**config.mk**
```make
export PLATFORM = sky130hd
export DESIGN_NAME = mem_arbiter_flat
export DESIGN_NICKNAME = d
export VERILOG_FILES = /design/src/rtl/mem_arbiter_if.sv /design/src/rtl/mem_arbiter.sv /design/src/flat_wrapper.sv
export SDC_FILE = /design/constraint.sdc
export NUM_CORES = 1
export LEC_CHECK = 0
export ABC_AREA = 1
export BUFFER_PORTS_ARGS = -buffer_cell sky130_fd_sc_hd__buf_2
export CELL_PAD_IN_SITES_DETAIL_PLACEMENT = 2
export CELL_PAD_IN_SITES_GLOBAL_PLACEMENT = 2
export CORE_AREA = 2 2 77 109
export CTS_CLUSTER_SIZE = 28
export DETAILED_ROUTE_END_ITERATION = 6
export DIE_AREA = 0 0 79 111
export PLACE_DENSITY_LB_ADDON = 0.1
export SETUP_SLACK_MARGIN = 0.5
export SLEW_MARGIN = 20
export SYNTH_ARGS = -nofsm -noshare
export SYNTH_HDL_FRONTEND = slang
export SYNTH_SLANG_ARGS = --single-unit
```
**constraint.sdc**
```tcl
create_clock -name clk -period 2.1 [get_ports clk]
set_clock_uncertainty 0.05 [all_clocks]
set_input_delay 0.42 -clock clk [delete_from_list [all_inputs] [get_ports clk]]
set_output_delay 0.42 -clock clk [all_outputs]
set_load 0.03 [all_outputs]
```
**src/rtl/mem_arbiter_if.sv**
```systemverilog
// Bus bundle between the two requesters (CPU, DMA), the arbiter and the RAM macro.
// The slave side is the arbiter; the master side is the requesters plus the RAM.
interface mem_arbiter_if #(
    parameter int ADDR_W = 8,
    parameter int DATA_W = 8
);
    logic              cpu_req;
    logic              cpu_we;
    logic [ADDR_W-1:0] cpu_addr;
    logic [DATA_W-1:0] cpu_wdata;
    logic              cpu_ack;
    logic [DATA_W-1:0] cpu_rdata;

    logic              dma_req;
    logic              dma_we;
    logic [ADDR_W-1:0] dma_addr;
    logic [DATA_W-1:0] dma_wdata;
    logic              dma_ack;
    logic [DATA_W-1:0] dma_rdata;

    logic [ADDR_W-1:0] mem_addr;
    logic [DATA_W-1:0] mem_wdata;
    logic              mem_we;
    logic              mem_re;
    logic [DATA_W-1:0] mem_rdata;

    logic              busy;
    logic              owner;

    modport slave (
        input  cpu_req, cpu_we, cpu_addr, cpu_wdata,
        input  dma_req, dma_we, dma_addr, dma_wdata,
        input  mem_rdata,
        output cpu_ack, cpu_rdata, dma_ack, dma_rdata,
        output mem_addr, mem_wdata, mem_we, mem_re,
        output busy, owner
    );

    modport master (
        output cpu_req, cpu_we, cpu_addr, cpu_wdata,
        output dma_req, dma_we, dma_addr, dma_wdata,
        output mem_rdata,
        input  cpu_ack, cpu_rdata, dma_ack, dma_rdata,
        input  mem_addr, mem_wdata, mem_we, mem_re,
        input  busy, owner
    );
endinterface

```
**src/rtl/mem_arbiter.sv**
```systemverilog
// Round-robin arbiter sharing a single-port synchronous RAM between CPU (port 0)
// and DMA (port 1). IDLE -> ACCESS -> WAIT, ack pulses in the following IDLE cycle.

// Per-requester return path: one-cycle ack and the read-data holding register.
module mem_arbiter_port #(
    parameter int DATA_W = 8
) (
    input  logic              clk,
    input  logic              reset,
    input  logic              done,
    input  logic              rd,
    input  logic [DATA_W-1:0] mem_rdata,
    output logic              ack,
    output logic [DATA_W-1:0] rdata
);
    always_ff @(posedge clk) begin
        if (reset) begin
            ack   <= 1'b0;
            rdata <= '0;
        end else begin
            ack <= done;
            if (done && rd)
                rdata <= mem_rdata;
        end
    end
endmodule

module mem_arbiter #(
    parameter int ADDR_W = 8,
    parameter int DATA_W = 8
) (
    input  logic           clk,
    input  logic           reset,
    mem_arbiter_if.slave   bus
);
    localparam int NUM_PORTS = 2;

    typedef enum logic [1:0] {
        S_IDLE   = 2'd0,
        S_ACCESS = 2'd1,
        S_WAIT   = 2'd2
    } state_t;

    typedef struct packed {
        logic              we;
        logic [ADDR_W-1:0] addr;
        logic [DATA_W-1:0] wdata;
    } req_t;

    state_t state, state_nx;

    req_t [NUM_PORTS-1:0]              rq;
    req_t                              cur;
    logic [NUM_PORTS-1:0]              req, ack, elig, done;
    logic [NUM_PORTS-1:0][DATA_W-1:0]  rdata_v;
    logic                              grant, win;
    logic                              owner_q, last_owner;

    assign rq[0] = {bus.cpu_we, bus.cpu_addr, bus.cpu_wdata};
    assign rq[1] = {bus.dma_we, bus.dma_addr, bus.dma_wdata};
    assign req   = {bus.dma_req, bus.cpu_req};

    // A port being acked this cycle still shows its old req; mask it so it re-arbitrates next cycle.
    assign elig  = req & ~ack;
    assign grant = |elig;
    assign win   = (&elig) ? ~last_owner : elig[1];

    always_comb begin
        state_nx = state;
        case (state)
            S_IDLE:   if (grant) state_nx = S_ACCESS;
            S_ACCESS: state_nx = S_WAIT;
            S_WAIT:   state_nx = S_IDLE;
            default:  state_nx = S_IDLE;
        endcase
    end

    always_ff @(posedge clk) begin
        if (reset)
            state <= S_IDLE;
        else
            state <= state_nx;
    end

    // last_owner resets to DMA so the first tie goes to the CPU.
    always_ff @(posedge clk) begin
        if (reset) begin
            cur        <= '0;
            owner_q    <= 1'b0;
            last_owner <= 1'b1;
        end else if (state == S_IDLE && grant) begin
            cur        <= rq[win];
            owner_q    <= win;
            last_owner <= win;
        end
    end

    for (genvar i = 0; i < NUM_PORTS; i++) begin : g_port
        assign done[i] = (state == S_WAIT) && (owner_q == 1'(i));
        mem_arbiter_port #(.DATA_W(DATA_W)) u_port (
            .clk       (clk),
            .reset     (reset),
            .done      (done[i]),
            .rd        (~cur.we),
            .mem_rdata (bus.mem_rdata),
            .ack       (ack[i]),
            .rdata     (rdata_v[i])
        );
    end

    assign bus.cpu_ack   = ack[0];
    assign bus.dma_ack   = ack[1];
    assign bus.cpu_rdata = rdata_v[0];
    assign bus.dma_rdata = rdata_v[1];

    // Strobes decode straight from the state register, so they can only be high in ACCESS.
    assign bus.mem_addr  = cur.addr;
    assign bus.mem_wdata = cur.wdata;
    assign bus.mem_we    = (state == S_ACCESS) &&  cur.we;
    assign bus.mem_re    = (state == S_ACCESS) && !cur.we;
    assign bus.busy      = (state != S_IDLE);
    assign bus.owner     = owner_q;
endmodule

```
**src/flat_wrapper.sv**
```systemverilog
// flat-port wrapper written by rule: the top's interface ports become plain ports
module mem_arbiter_flat 
#(
    parameter int ADDR_W = 8,
    parameter int DATA_W = 8
)
  (clk, reset, bus_cpu_req, bus_cpu_we, bus_cpu_addr, bus_cpu_wdata, bus_dma_req, bus_dma_we, bus_dma_addr, bus_dma_wdata, bus_mem_rdata, bus_cpu_ack, bus_cpu_rdata, bus_dma_ack, bus_dma_rdata, bus_mem_addr, bus_mem_wdata, bus_mem_we, bus_mem_re, bus_busy, bus_owner);
  mem_arbiter_if #(.ADDR_W(ADDR_W), .DATA_W(DATA_W)) bus_i ();
  input  logic clk;
  input  logic reset;
  input wire logic [$bits(bus_i.cpu_req)-1:0] bus_cpu_req;
  input wire logic [$bits(bus_i.cpu_we)-1:0] bus_cpu_we;
  input wire logic [$bits(bus_i.cpu_addr)-1:0] bus_cpu_addr;
  input wire logic [$bits(bus_i.cpu_wdata)-1:0] bus_cpu_wdata;
  input wire logic [$bits(bus_i.dma_req)-1:0] bus_dma_req;
  input wire logic [$bits(bus_i.dma_we)-1:0] bus_dma_we;
  input wire logic [$bits(bus_i.dma_addr)-1:0] bus_dma_addr;
  input wire logic [$bits(bus_i.dma_wdata)-1:0] bus_dma_wdata;
  input wire logic [$bits(bus_i.mem_rdata)-1:0] bus_mem_rdata;
  output wire logic [$bits(bus_i.cpu_ack)-1:0] bus_cpu_ack;
  output wire logic [$bits(bus_i.cpu_rdata)-1:0] bus_cpu_rdata;
  output wire logic [$bits(bus_i.dma_ack)-1:0] bus_dma_ack;
  output wire logic [$bits(bus_i.dma_rdata)-1:0] bus_dma_rdata;
  output wire logic [$bits(bus_i.mem_addr)-1:0] bus_mem_addr;
  output wire logic [$bits(bus_i.mem_wdata)-1:0] bus_mem_wdata;
  output wire logic [$bits(bus_i.mem_we)-1:0] bus_mem_we;
  output wire logic [$bits(bus_i.mem_re)-1:0] bus_mem_re;
  output wire logic [$bits(bus_i.busy)-1:0] bus_busy;
  output wire logic [$bits(bus_i.owner)-1:0] bus_owner;
  assign bus_i.cpu_req = bus_cpu_req;
  assign bus_i.cpu_we = bus_cpu_we;
  assign bus_i.cpu_addr = bus_cpu_addr;
  assign bus_i.cpu_wdata = bus_cpu_wdata;
  assign bus_i.dma_req = bus_dma_req;
  assign bus_i.dma_we = bus_dma_we;
  assign bus_i.dma_addr = bus_dma_addr;
  assign bus_i.dma_wdata = bus_dma_wdata;
  assign bus_i.mem_rdata = bus_mem_rdata;
  assign bus_cpu_ack = bus_i.cpu_ack;
  assign bus_cpu_rdata = bus_i.cpu_rdata;
  assign bus_dma_ack = bus_i.dma_ack;
  assign bus_dma_rdata = bus_i.dma_rdata;
  assign bus_mem_addr = bus_i.mem_addr;
  assign bus_mem_wdata = bus_i.mem_wdata;
  assign bus_mem_we = bus_i.mem_we;
  assign bus_mem_re = bus_i.mem_re;
  assign bus_busy = bus_i.busy;
  assign bus_owner = bus_i.owner;
  mem_arbiter #(.ADDR_W(ADDR_W), .DATA_W(DATA_W)) u_core (.clk(clk), .reset(reset), .bus(bus_i));
endmodule
```
=== Yosys cells after proc, flatten, opt, wreduce, memory -nomap -nowiden ===
Index checks and enable logic that the tools add are counted.

* $add $sub $neg: 0
* $mul: 0
* Div/mod/pow operators: 0
* $lt $le $gt $ge: 1
* Equality and inequality tests: 3
* Shift operators: 0
* Muxes and demuxes: 5
* Bitwise logic cells: 5
* Reductions and logical operators: 12

{| class="wikitable"
|+ Operators with widths
! kind !! number
|-
| $mux 17 || 2
|-
| $logic_and 1x1->1 || 7
|-
| $pmux 2 s2 || 1
|-
| $not 1->1 || 3
|-
| $and 2x2->2 || 1
|-
| $eq 2x1->1 const B || 1
|-
| $eq 2x2->1 const B || 1
|-
| $logic_not 2->1 || 1
|-
| $lt 1x2->1 const B || 1
|-
| $mux 2 || 1
|-
| $ne 2x1->1 const B || 1
|-
| $not 2->2 || 1
|-
| $reduce_and 2->1 || 1
|-
| $reduce_bool 2->1 || 1
|-
| $reduce_or 2->1 || 1
|-
| $logic_not 1->1 || 1
|-
| $mux 1 || 1
|}

* Bits in registers: 39
* Latch bits: 0
* Bits in writable memories: 0
* Memory bits (read-only): 0
* Input bits: 46
* Output and inout port bits: 38
* Logic and storage cells: 36
* Memories kept: 0

=== Depth between registers and ports, before layout ===
Gate-level depths: netlist (run 1).

* Depth after elaboration: 6
* Mapped depth: 8
* Depth with buffers taken out: 7

=== Cells and area by module ===
Synthesis (run 1) repeated with hierarchy kept, for this count alone.

* Cell total of the unflattened synthesis: 316
* Area, all modules: 2070.7 sq um

{| class="wikitable"
|+ Modules (own cells, without submodules)
! module !! times used !! cells each !! area an instance (sq um) !! seq. area each (sq um)
|-
| mem_arbiter || 1 || 208 || 1342.5 || 420.4
|-
| mem_arbiter_port || 2 || 54 || 364.1 || 180.2
|}

=== Least setup slack after synthesis (run 1) ===
OpenSTA, ideal clock, no wires.

* Path type: register to register
* From: register u_core.g_port[0].u_port.ack
* To: register u_core.cur, in the netlist u_core.bus.mem_addr[0]
* Library setup time: 0.112 ns
* Arrival: 1.205 ns
* Data required time: 1.938 ns
* Path slack: 0.733 ns
* Cell stages (with the launch flop): 7
* Path buffers: 1
* Period minus slack after synthesis: 1.367 ns
* Cells stage by stage: dfxtp_1 -> inv_2 -> nand3_1 -> clkbuf_1 -> a21boi_0 -> nor2_1 -> nor2_1

* Longest elaborated chain between the ends: 6
* Elaborated cells on any way between the ends: 8
* Classes of those cells: mux: 3; bitwise: 2; reduce/logical: 3

{| class="wikitable"
|+ Ends and longest elaborated chain
! element !! RTL line !! RTL
|-
| start: declaration || mem_arbiter.sv:13 || <nowiki>output logic ack,</nowiki>
|-
| start signal: assignment || mem_arbiter.sv:21 || <nowiki>ack <= done;</nowiki>
|-
| $not 2->2 * || mem_arbiter.sv:64 || <nowiki>assign elig = req & ~ack;</nowiki>
|-
| $and 2x2->2 * || mem_arbiter.sv:64 ||
|-
| $reduce_and 2->1 || mem_arbiter.sv:66 || <nowiki>assign win = (&elig) ? ~last_owner : elig[1];</nowiki>
|-
| $mux 1 || mem_arbiter.sv:66 ||
|-
| $mux 17 (not written as such) (2 in a row) || mem_arbiter.sv:92 || <nowiki>cur <= rq[win];</nowiki>
|-
| end signal: assignment || mem_arbiter.sv:92 ||
|-
| end: declaration || mem_arbiter.sv:53 || <nowiki>req_t cur;</nowiki>
|}

Mark *: on every way between the ends. The rest lies on a longest branch, timed or not. The select of a mux whose other input is x is not followed.
A chain may end at the register's enable or synchronous reset.

=== Final worst setup path (run 1) ===
* From: register u_core.state[0]
* To: output bus_busy

* Longest elaborated chain between the ends: 1

{| class="wikitable"
|+ Ends and longest elaborated chain
! element !! RTL line !! RTL
|-
| start: declaration || mem_arbiter.sv:50 || <nowiki>state_t state, state_nx;</nowiki>
|-
| start signal: assignment || mem_arbiter.sv:82 || <nowiki>state <= state_nx;</nowiki>
|-
| $reduce_bool 2->1 || mem_arbiter.sv:121 || <nowiki>assign bus.busy = (state != S_IDLE);</nowiki>
|-
| end: declaration || flat_wrapper.sv:28 || <nowiki>output wire logic [$bits(bus_i.busy)-1:0] bus_busy;</nowiki>
|}

Every way passes these cells.

==> results of run 1 <==
worst min path at each step:
stage                                          start                                to  slack [ns]  cells after the start
global placement    u_core.g_port[0].u_port.rdata[5]  u_core.g_port[0].u_port.rdata[5]        0.41                      2
global route                                   reset                  u_core.bus.owner        0.35                      2
detailed placement  u_core.g_port[0].u_port.rdata[3]  u_core.g_port[0].u_port.rdata[3]        0.43                      2
floorplan                          u_core.last_owner                 u_core.last_owner        0.39                      2
finish                                         reset                  u_core.bus.owner        0.33                      2
CTS                                            reset                  u_core.bus.owner        0.33                      2
cell type report:
class                   count  area [um^2]  area share
repair buffers             89          478       0.190
clock inverters             2         35.0      0.0139
flip-flops and latches     39          782       0.311
multi-input cells         190          855       0.340
inverters                  26          100      0.0398
clock buffers               6          139      0.0552
well taps                 102          128      0.0507
Yosys cell counts:
cell       n  area, um^2
a21boi_0  13        97.6
a21boi_1   4        30.0
a21oi_1    1        5.00
a21oi_4    1        16.3
buf_2      6        30.0
buf_4     16         120
buf_6      1        11.3
clkbuf_1   4        15.0
clkbuf_2   1        5.00
dfxtp_1   39         781
inv_1     21        78.8
inv_2      5        18.8
nand2_1   59         221
nand3_1   21         105
nand4_1    1        6.26
nor2_1    71         267
nor2_2     2        12.5
nor4_1     1        6.26
o21ai_0   16        80.1
registers in the layout, summed over array words and instances, names as in the netlist:
name	cells
u_core.g_port.u_port.ack	2
u_core.g_port.u_port.rdata	16
u_core.bus.mem_addr	8
u_core.bus.mem_wdata	8
u_core.bus.owner	1
u_core.last_owner	1
u_core.state	2
u_core.cur	1
power by group through the flow:
stage,Clock (mW),Combinational [mW],Sequential [mW]
5_1_grt,0.948,0.578,0.841
4_1_cts,0.930,0.506,0.835
2_1_floorplan,0,0.368,0.866
3_5_place_dp,0,0.502,0.850
6_report,0.894,0.511,0.834
3_3_place_gp,0,0.494,0.846
worst max-delay path, stage by stage, from the launching register on:
cell,delay [ns]
dfxtp_2,0.35
nor2_2,0.20
inv_2,0.08
buf_2,0.19
metal layers:
| layer | global-route usage | vias to the layer above | part of all wire |
|---|---|---|---|
| li1 | - | 995 | - |
| met1 | 0.161 | 913 | 0.41 |
| met2 | 0.246 | 56 | 0.52 |
| met3 | 0.0309 | 6 | 0.053 |
| met4 | 0.0448 | 0 | 0.013 |
| met5 | 0 | - | 0 |
what timing repair did:
action	CTS	global route
cloned	0	0
endpoints found under the hold margin	0	0
setup buffers	0	2
endpoints found under the setup margin	2	21
resized for setup	2	7
cells by family after synthesis:
group | share of synthesized area
AO/OA/AOI/OAI | 0.120
buffers and inverters | 0.146
flip-flops | 0.409
AND/OR/NAND/NOR | 0.324
==> results.md, run 1 <==
- Worst Setup SP: u_core.state[0]
- Worst reg-to-reg path cell count: 8
- Register area share after synthesis: 0.409
- Hold Path Class: input port to flop
- # nets final: 397
- Root Driver: clkbuf_16
- Maxcap violations: 0
- CTS sink count: 39
- Clk Latency, worst-skew pair: 0.28 ns
- Fmax: 0.638 GHz
- Slew headroom: 0.729
- RR Endpoint: u_core.bus.mem_wdata[7]
- R2R Path Start: u_core.g_port[1].u_port.ack
- Minimum clock period: 1.57 ns
- Detailed-route wire length per cell: 13.1 um
- Placed inst area: between 2000 and 2500 um^2
- Pre-CTS WS: 0.384 ns
- Setup CP Type: flop to primary output
- GP Congestion: 0.667
- Dpl cells: 444
- Routed WL: 5930 um
- Pleak: 1.29 nW
- First-pass GRT wire length: 9560 um
- Fill cell count: 1009
- Unrepaired setup endpoints after global routing: true
- Psw: 0.673 mW
- Worst slew pin tran: 0.406 ns
- DP HPWL: between 4000 and 5000 um
- Largest net degree at the start of global routing: 36
- Internal: about 1.6 mW
- Element type at the critical path end: primary output
- Inserted Diodes: 0
- Commonest non-fill, non-tap cell in the layout: buf_2
- GRT Util Overall: 0.138
- Vias: 1970
- Starting density of the core: 0.241
- Sw frac: 0.301
- Boundary Pins: 84
- Max clock buf depth: 2
- Routed Antenna Nets: 0
- Via/cell ratio: 4.34
- Post-Syn Nets: between 300 and 400
- CTS tree: built
- Worst Path Required: approximately 1.6 ns
- FP Rows: 39
- Clock-pin slew on the worst setup and hold paths: 0.06 ns
- Final Hold Fails: 0
- Mapped Area: 1910 um^2
- Die Y: 111 um
- FF+latch count, synth: 39
- Hold buffers post-CTS: 0
- Core Util, Final: 0.318
- Die width: 79 um
- Post-synthesis average cell area: 6.74 um^2
- DRC violations left: 0
- DRT Pass-1 Iters: 4
- Tcrit/Tclk final: 0.747
- Library cells used by synthesis: 19
- TNS Setup: 0 ns
- Layout Cells excl Fill: 454
- Max FO, Critical Path: 4
- Power Density: approximately 900 nW/um^2
- Flop2flop setup slack: ~0.65 ns
- Status: complete, no violations
- Final setup violation count: 0
- H-tree Lvls: 2
- Total grt overflow: 0
- Initial antenna violation count: 0
- Number of CTS-inserted buffers: 5
- Design area: about 2500 um^2
- Core box area: between 7000 and 8000 um^2
- Worst EP arrival: 1.10 ns
- Slack of the critical path: approximately 0.53 ns
- Crit path to: bus_busy
- Vias in the first global route: 2004
- Share of cells above drive strength 1: 0.313
- Final Max Tran Viols: 0
- Clk network pwr share: 0.399
- Part of the power in registers: 0.372
- Number of port buffers: between 80 and 90
- Comb pwr share: 0.228
- Post-Synthesis Cells: 283
- Iter 0 DRT Violations: 33
- Warnings from Yosys: 0
- Critical path startpoint category: flop
- Max VDD drop: 0.317 mV
- Die area: 8770 um^2
- Commonest cells after routing, fill and taps aside: buf_2, nor2_1, nand2_1
- Hold_ws: 0.330 ns
- Post-route total power: between 2 and 2.5 mW
- Synth-to-Final Area Change: 32.0%
Note: power is estimated with default switching activity, not from simulation.
==> inputs of run 2 (changes only) <==
Settings changed: CORE_AREA 2 2 77 109 to 2 2 79 111, DIE_AREA 0 0 79 111 to 0 0 81 113.
Clock period 2.1 ns to 1.6 ns, I/O delays scaled along.
==> results.md, run 2 (synthesized netlist as in run 1, its figures left out) <==
- Setup CP Type: flop to primary output
- Hold Path Class: input port to flop
- GP Congestion: 0.656
- First-pass GRT wire length: 11100 um
- H-tree Lvls: 2
- Max clock buf depth: 2
- Fmax: 0.729 GHz
- Hold_ws: about 0.24 ns
- Total grt overflow: 0
- Area taken by multi-input logic gates: 1010 um^2
- Pre-CTS WS: 0.204 ns
- GRT Util Overall: 0.157
- Worst slew pin tran: approximately 0.24 ns
- Die area: between 9000 and 10000 um^2
- Placed inst area: 2370 um^2
- Detailed-route wire length per cell: 14.3 um
- Crit-path max cell delay: 0.36 ns
- Clk Latency, worst-skew pair: 0.28 ns
- Max VDD drop: around 0.39 mV
- Fill cell count: 971
- Clock-pin slew on the worst setup and hold paths: around 0.060 ns
- CTS sink count: 39
- Starting density of the core: 0.235
- Max FO, Critical Path: 3
- Iter 0 DRT Violations: 19
- # nets final: 423
- Die Y: 113 um
- Vias in the first global route: 2330
- Seq. cell area: 842 um^2
- Core box area: 8100 um^2
- Routed Antenna Nets: 0
- CTS tree: built
- Synth-to-Final Area Change: 68.6%
- Final setup violation count: 0
- Boundary Pins: 84
- Power Density: 1040 nW/um^2
- Max reg flops: 16
- Final Hold Fails: 0
- Critical path startpoint category: flop
- Maxcap violations: 0
- Number of CTS-inserted buffers: 5
- DP HPWL: 4480 um
- Worst EP arrival: 1.00 ns
- DRT Pass-1 Iters: 4
- Final Max Tran Viols: 0
- Post-route total power: 3.36 mW
- Number of port buffers: 83
- Slack of the critical path: approximately 0.23 ns
- Pleak: 1.52 nW
- Element type at the critical path end: primary output
- Minimum clock period: ~1.4 ns
- Vias: about 2.1k
- Tcrit/Tclk final: 0.857
- Via/cell ratio: 4.42
- Share of cells above drive strength 1: 0.519
- FP Rows: 39
- Design area: between 3000 and 4000 um^2
- TNS Setup: 0 ns
- Initial antenna violation count: 0
- Slew headroom: 0.839
- Critical path's top delay family: flip-flops
- Unrepaired setup endpoints after global routing: true
- Biggest register: u_core.g_port.u_port.rdata
- Critical Path, Cell by Cell: inv_4, nand2_4, nor2_4, buf_6
- Die width: 81 um
- Hold buffers post-CTS: 0
- Routed WL: 6860 um
- Largest net degree at the start of global routing: 36
- Root Driver: clkbuf_16
- Commonest cells after routing, fill and taps aside: nor2_1, nand2_1, buf_2
- Status: complete, no violations
- Worst Path Required: 1.23 ns
- DRC violations left: 0
- Commonest non-fill, non-tap cell in the layout: nor2_1
- Critical path's slowest cell: dfxtp_4
- Worst path bufs/invs: 2
- Inserted Diodes: 0
## run 2: changes by cell type in the layout (fill, tap and decap cells not counted), moves of 5 or more
cell | previous run | this run
nor2_2 | 3 | 10
nor2_1 | 70 | 59
dfxtp_4 | 0 | 5
o21ai_0 | 16 | 7
buf_2 | 81 | 46
o21ai_1 | 0 | 7
buf_6 | 0 | 42
a21boi_0 | 13 | 8
a21boi_1 | 4 | 9
buf_4 | 7 | 21
dfxtp_2 | 1 | 34
dfxtp_1 | 38 | 0
## run 2: final cells by class
class	count	area share
clock buffer	6	0.0401
clock inverter	2	0.0187
inverter	26	0.0397
multi-input combinational	193	0.314
sequential	39	0.262
tap	102	0.0397
timing repair buffer	112	0.286
## run 2: layer usage
metal | share of wire | routed length [um] | GRT usage
met1 | 0.36 | 2480 | 0.161
met2 | 0.58 | 4010 | 0.311
met3 | 0.042 | 290 | 0.0311
met4 | 0.011 | 78 | 0.0407
met5 | 0 | 0 | 0
## run 2: what timing repair did
action / CTS / global route
pin swaps: 4 / 14
hold endpoints to repair: 0 / 0
gates resized for setup: 134 / 31
buffers inserted: 11 / 12
setup endpoints to repair: 73 / 75
gates cloned: 3 / 2
## run 2: per-stage QoR
stage	std cells	utilization
6_report	480	0.397
5_1_grt	480	0.397
4_1_cts	466	0.375
3_5_place_dp	444	0.293
3_3_place_gp	444	0.293
2_1_floorplan	283	-
## run 2: final timing paths
kind / from / to / slack [ns] / depth (start not counted)
hold reg to reg: u_core.g_port[0].u_port.rdata[5] / u_core.g_port[0].u_port.rdata[5] / 0.43 / 2
hold / removal: reset / u_core.bus.owner / 0.24 / 2
setup / recovery: u_core.state[1] / bus_mem_re / 0.23 / 4
setup reg to reg: u_core.state[1] / u_core.g_port[1].u_port.rdata[2] / 0.26 / 6
## run 2: report_power, final
part	switching, mW	total, mW	leakage, nW	internal, mW
registers	0.0727	1.13	0.336	1.06
clock network	0.399	1.29	0.0911	0.895
logic	0.513	0.930	1.09	0.417
total	0.984	3.36	1.52	2.37
